<file path="config.mk">
export PLATFORM = sky130hd
export DESIGN_NAME = tt_add_accum
export DESIGN_NICKNAME = d
export VERILOG_FILES = /design/src/rtl/tt_add_accum.sv
export SDC_FILE = /design/constraint.sdc
export NUM_CORES = 1
export LEC_CHECK = 0
export BUFFER_PORTS_ARGS = -buffer_cell sky130_fd_sc_hd__buf_2
export CAP_MARGIN = 30
export CORE_ASPECT_RATIO = 0.8
export CORE_MARGIN = 5
export CORE_UTILIZATION = 40
export DETAILED_ROUTE_END_ITERATION = 6
export SLEW_MARGIN = 10
export SYNTH_ARGS = -nofsm -noshare
export SYNTH_HDL_FRONTEND = slang
export SYNTH_SLANG_ARGS = --single-unit
</file>
<file path="constraint.sdc">
create_clock -name clk -period 4.3 [get_ports clk]
set_clock_uncertainty 0.15 [all_clocks]
set_input_delay 0.645 -clock clk [delete_from_list [all_inputs] [get_ports clk]]
set_output_delay 0.645 -clock clk [all_outputs]
set_load 0.005 [all_outputs]
</file>
<file path="src/rtl/tt_add_accum.sv">
// rtl/tt_add_accum.sv - handshaked add/sub/accumulate unit with registered result
// One-deep output register; in_ready follows the standard skid-less pipeline rule.
module tt_add_accum #(
  parameter int WIDTH     = 8,
  parameter int ACC_WIDTH = 16,
  parameter int SATURATE  = 1,
  parameter int CNT_WIDTH = 8
) (
  input  logic                 clk,
  input  logic                 rst,
  input  logic                 in_valid,
  output logic                 in_ready,
  input  logic [WIDTH-1:0]     op_a,
  input  logic [WIDTH-1:0]     op_b,
  input  logic [1:0]           mode,
  output logic                 out_valid,
  input  logic                 out_ready,
  output logic [ACC_WIDTH-1:0] result,
  output logic                 ovf,
  output logic [CNT_WIDTH-1:0] acc_cnt
);

  generate
    if (WIDTH < 2) begin : g_bad_width
      $fatal(1, "tt_add_accum: WIDTH must be >= 2");
    end
    if (ACC_WIDTH < WIDTH + 1) begin : g_bad_acc_width
      $fatal(1, "tt_add_accum: ACC_WIDTH must be >= WIDTH+1");
    end
  endgenerate

  typedef enum logic [1:0] {
    MODE_ADD = 2'b00,
    MODE_SUB = 2'b01,
    MODE_ACC = 2'b10,
    MODE_CLR = 2'b11
  } mode_e;

  localparam logic [ACC_WIDTH-1:0] ACC_MAX = '1;
  localparam logic [CNT_WIDTH-1:0] CNT_MAX = '1;

  mode_e                 mode_s;
  logic                  accept;
  logic [ACC_WIDTH-1:0]  a_ext;
  logic [ACC_WIDTH-1:0]  b_ext;
  logic [ACC_WIDTH-1:0]  add_sum;
  logic [ACC_WIDTH-1:0]  sub_diff;
  logic [ACC_WIDTH:0]    acc_sum;

  logic                  out_valid_q, out_valid_d;
  logic [ACC_WIDTH-1:0]  result_q, result_d;
  logic                  ovf_q, ovf_d;
  logic [ACC_WIDTH-1:0]  acc_q, acc_d;
  logic [CNT_WIDTH-1:0]  cnt_q, cnt_d;

  assign mode_s   = mode_e'(mode);
  assign in_ready = !out_valid_q || out_ready;
  assign accept   = in_valid && in_ready;

  assign a_ext    = ACC_WIDTH'(op_a);
  assign b_ext    = ACC_WIDTH'(op_b);
  // ACC_WIDTH >= WIDTH+1 guarantees the plain sum never loses a carry.
  assign add_sum  = a_ext + b_ext;
  assign sub_diff = a_ext - b_ext;
  assign acc_sum  = {1'b0, acc_q} + {1'b0, a_ext} + {1'b0, b_ext};

  always_comb begin
    out_valid_d = out_valid_q;
    result_d    = result_q;
    ovf_d       = ovf_q;
    acc_d       = acc_q;
    cnt_d       = cnt_q;
    if (accept) begin
      out_valid_d = 1'b1;
      case (mode_s)
        MODE_ADD: begin
          result_d = add_sum;
          ovf_d    = 1'b0;
        end
        MODE_SUB: begin
          result_d = sub_diff;
          ovf_d    = (op_a < op_b);
        end
        MODE_ACC: begin
          if (acc_sum[ACC_WIDTH]) begin
            ovf_d = 1'b1;
            acc_d = (SATURATE != 0) ? ACC_MAX : acc_sum[ACC_WIDTH-1:0];
          end else begin
            ovf_d = 1'b0;
            acc_d = acc_sum[ACC_WIDTH-1:0];
          end
          result_d = acc_d;
          if (cnt_q != CNT_MAX) begin
            cnt_d = cnt_q + CNT_WIDTH'(1);
          end
        end
        default: begin
          result_d = '0;
          ovf_d    = 1'b0;
          acc_d    = '0;
          cnt_d    = '0;
        end
      endcase
    end else if (out_ready) begin
      out_valid_d = 1'b0;
    end
  end

  always_ff @(posedge clk) begin
    if (rst) begin
      out_valid_q <= 1'b0;
      result_q    <= '0;
      ovf_q       <= 1'b0;
      acc_q       <= '0;
      cnt_q       <= '0;
    end else begin
      out_valid_q <= out_valid_d;
      result_q    <= result_d;
      ovf_q       <= ovf_d;
      acc_q       <= acc_d;
      cnt_q       <= cnt_d;
    end
  end

  assign out_valid = out_valid_q;
  assign result    = result_q;
  assign ovf       = ovf_q;
  assign acc_cnt   = cnt_q;

endmodule
</file>
==> run metrics <==
Storage cell area=841 sq um; Filler cells=783; Yosys warning total=0; CTS tree=built; fin cells=563; Max IR drop VDD=0.128 mV; largest net degree at the start of global routing=30; Die W=112 um; LEAKAGE=1.58 nW; # IOs=49; GRT overflow=0; setup TNS=0 ns; Ant. Diodes=0; dpl cell area=3650 sq um; sequential share of the synthesized area=25.3%; gp weighted congestion=0.922; synth-to-layout area growth=12.7%; Worst Hold Class=flop to flop; Post-synth top flop=dfxtp_1; drt first-iter violations=233; final setup vio count=0; fin crit period=3.24 ns; Syn Area/Cell=8.08 sq um; TritonRoute pass-1 iters=5; share of post-route cells with drive strength above 1=16.3%; vias in the first global route=2997; Final Max Tran Viols=0; CTS hold repair buffers=0; multi-input logic area=2300 sq um; startpoint types=input pin; Vias/cell=5.49; initial antenna violation count=0; ANT nets after route=0; drt total wl=9170 um; CP required=4.38 ns; r2r setup slk=1.26 ns; clock net sink count=42; share of async-settable or async-resettable flops after synthesis=0%; pwr dens=269 nW/um^2; Die H=91.5 um; Clock Latency Late Sink=0.30 ns; clk slew on worst S/H paths=0.09 ns; critical path class=input pin to flop; CTS Buf Count=5; number of flops mapped to enable cells by yosys=0; cell row count=29; Syn Std Cell Area=3320 sq um; Core Area=8020 sq um; Synth Register Bits=42; RSZ-0062 raised after global routing=no; critical path fanouts, max=5; Max Cap Viol=0; number of setup buffers added after CTS=0; post-synthesis net count=473; CP arrival=3.32 ns; period utilization=75.3%; Final Instance Area=3740 sq um; port buffer count=48; status=completed; initial core utilization=41.4%; Final Power=1.01 mW; Max clock buf depth=2; Total Routing Usage GR=18.1%; Distinct cells, synth=62; H-tree depth=2; Layout Nets=516; Worst slew margin=50.0%; Root Buffer=clkbuf_8; Peak Freq=0.309 GHz; Slew @ Worst Pin=0.748 ns; Mapped Cells=411; Final Hold Vio Count=0; routed length per instance=16.3 um; CP Capture Type=flop; DPL Wire Length=7210 um; Via Count=3091; first-pass GRT wire length=15400 um; DRC=0; die footprint=10200 sq um; DP Cell Count=555; Hold WS=0.311 ns; CTS resizes=0
[worst max-delay path, cell delays in order]
cell and delay [ns]:
buf_2 0.14, fa_1 0.50, ha_1 0.27, fa_1 0.47, a211oi_2 0.31, o211ai_1 0.19
and2_1 0.19, a311oi_1 0.34, o21ai_1 0.12, a21oi_1 0.14
[registers in the layout, indices dropped and copies added (netlist names)]
| name | flops |
|---|---|
| acc_cnt | 8 |
| acc_q | 16 |
| out_valid | 1 |
| ovf | 1 |
| result | 16 |
[power breakdown]
part / leakage [nW] / switching [mW] / internal [mW] / total (mW)
registers: 0.341 / 0.00816 / 0.402 / 0.410
logic: 1.20 / 0.193 / 0.127 / 0.320
clock network: 0.0447 / 0.159 / 0.118 / 0.276
[layer usage]
layer  global-route usage [%]  vias to the layer above  routed length (um)
met2                     26.3                       86                3700
met4                     2.74                        0                  73
met3                     4.45                        5                 646
li1                         -                     1569                   -
met1                     27.3                     1431                4760
met5                        0                        -                   0
[cells in the mapped netlist (2+ instances only)]
cell type | count | share of area, %
dfxtp_1 | 42 | 25
nor2_1 | 39 | 4.4
nand2_1 | 33 | 3.7
a21oi_1 | 32 | 4.8
ha_1 | 29 | 11
inv_1 | 27 | 3.1
o21ai_0 | 25 | 3.8
fa_1 | 11 | 6.6
nand3_1 | 11 | 1.7
o21ai_1 | 10 | 1.5
nor3_1 | 9 | 1.4
clkbuf_1 | 8 | 0.90
nor2b_1 | 8 | 1.5
xnor2_1 | 8 | 2.1
buf_2 | 7 | 1.1
nand2b_1 | 7 | 1.3
o21a_1 | 7 | 1.6
xor2_1 | 7 | 1.8
a31oi_1 | 6 | 1.1
nand4_1 | 6 | 1.1
nand3b_1 | 5 | 1.1
a21o_1 | 4 | 0.90
and3_1 | 4 | 0.75
mux2i_1 | 4 | 1.2
o211ai_1 | 4 | 0.90
a211oi_2 | 3 | 1.1
a311oi_1 | 3 | 0.79
nor4_1 | 3 | 0.57
o21bai_1 | 3 | 0.68
o31a_1 | 3 | 0.79
or3_1 | 3 | 0.57
a21boi_0 | 2 | 0.45
a21oi_2 | 2 | 0.53
a221o_1 | 2 | 0.60
a221oi_1 | 2 | 0.53
a22o_1 | 2 | 0.53
a22oi_1 | 2 | 0.45
a41oi_1 | 2 | 0.53
and2_1 | 2 | 0.38
nor3b_1 | 2 | 0.45
[worst paths after layout]
kind / from / endpoint / cells after the start
max: op_a[1] / result[15] / 10
min reg2reg: result[11] / result[11] / 2
min: result[11] / result[11] / 2
max reg2reg: acc_q[1] / result[15] / 9
[area by class of cell]
type	instances	share of cell area, %
Tap cell	108	3.61
Inverter	28	2.81
Clock buffer	5	1.84
Multi-Input combinational cell	325	61.4
Clock inverter	3	0.669
Sequential cell	42	22.5
Timing Repair Buffer	52	7.22
[kinds of logic after synthesis]
logic type | after synthesis | synth area share (%)
and+or+nand+nor | 135 | 19.8
AOI/OAI and AO/OA | 130 | 26.3
buffers and inverters | 44 | 5.47
DFF | 42 | 25.3
adders and majority gates | 40 | 17.6
xor gates and xnor gates | 15 | 3.96
muxes | 5 | 1.55
[through the flow]
stage | util (%) | worst slack (ns)
2_1_floorplan | - | 1.16
3_3_place_gp | 45.5 | 0.828
3_5_place_dp | 45.5 | 0.769
4_1_cts | 46.7 | 1.09
5_1_grt | 46.7 | 0.879
6_report | 46.7 | 1.06
[cell usage in the layout, fill, tap and decap left out, types with 4 or more instances in the layout]
cell and instances:
clkbuf_8 5, a31oi_1 6, nand4_1 6, o21ai_1 10, xor2_1 7, a21o_1 4, fa_1 11, nor3_1 9
nand2_1 33, dfxtp_1 42, nor2_1 39, nand2b_1 7, buf_4 4, mux2i_1 4, buf_2 48, o211ai_1 4
a21oi_1 32, o21ai_0 25, and3_1 4, nand3_1 11, xnor2_1 8, nand3b_1 5, o21a_1 7, inv_1 27
nor2b_1 8, ha_1 29
(Power assumes the default switching activity.)
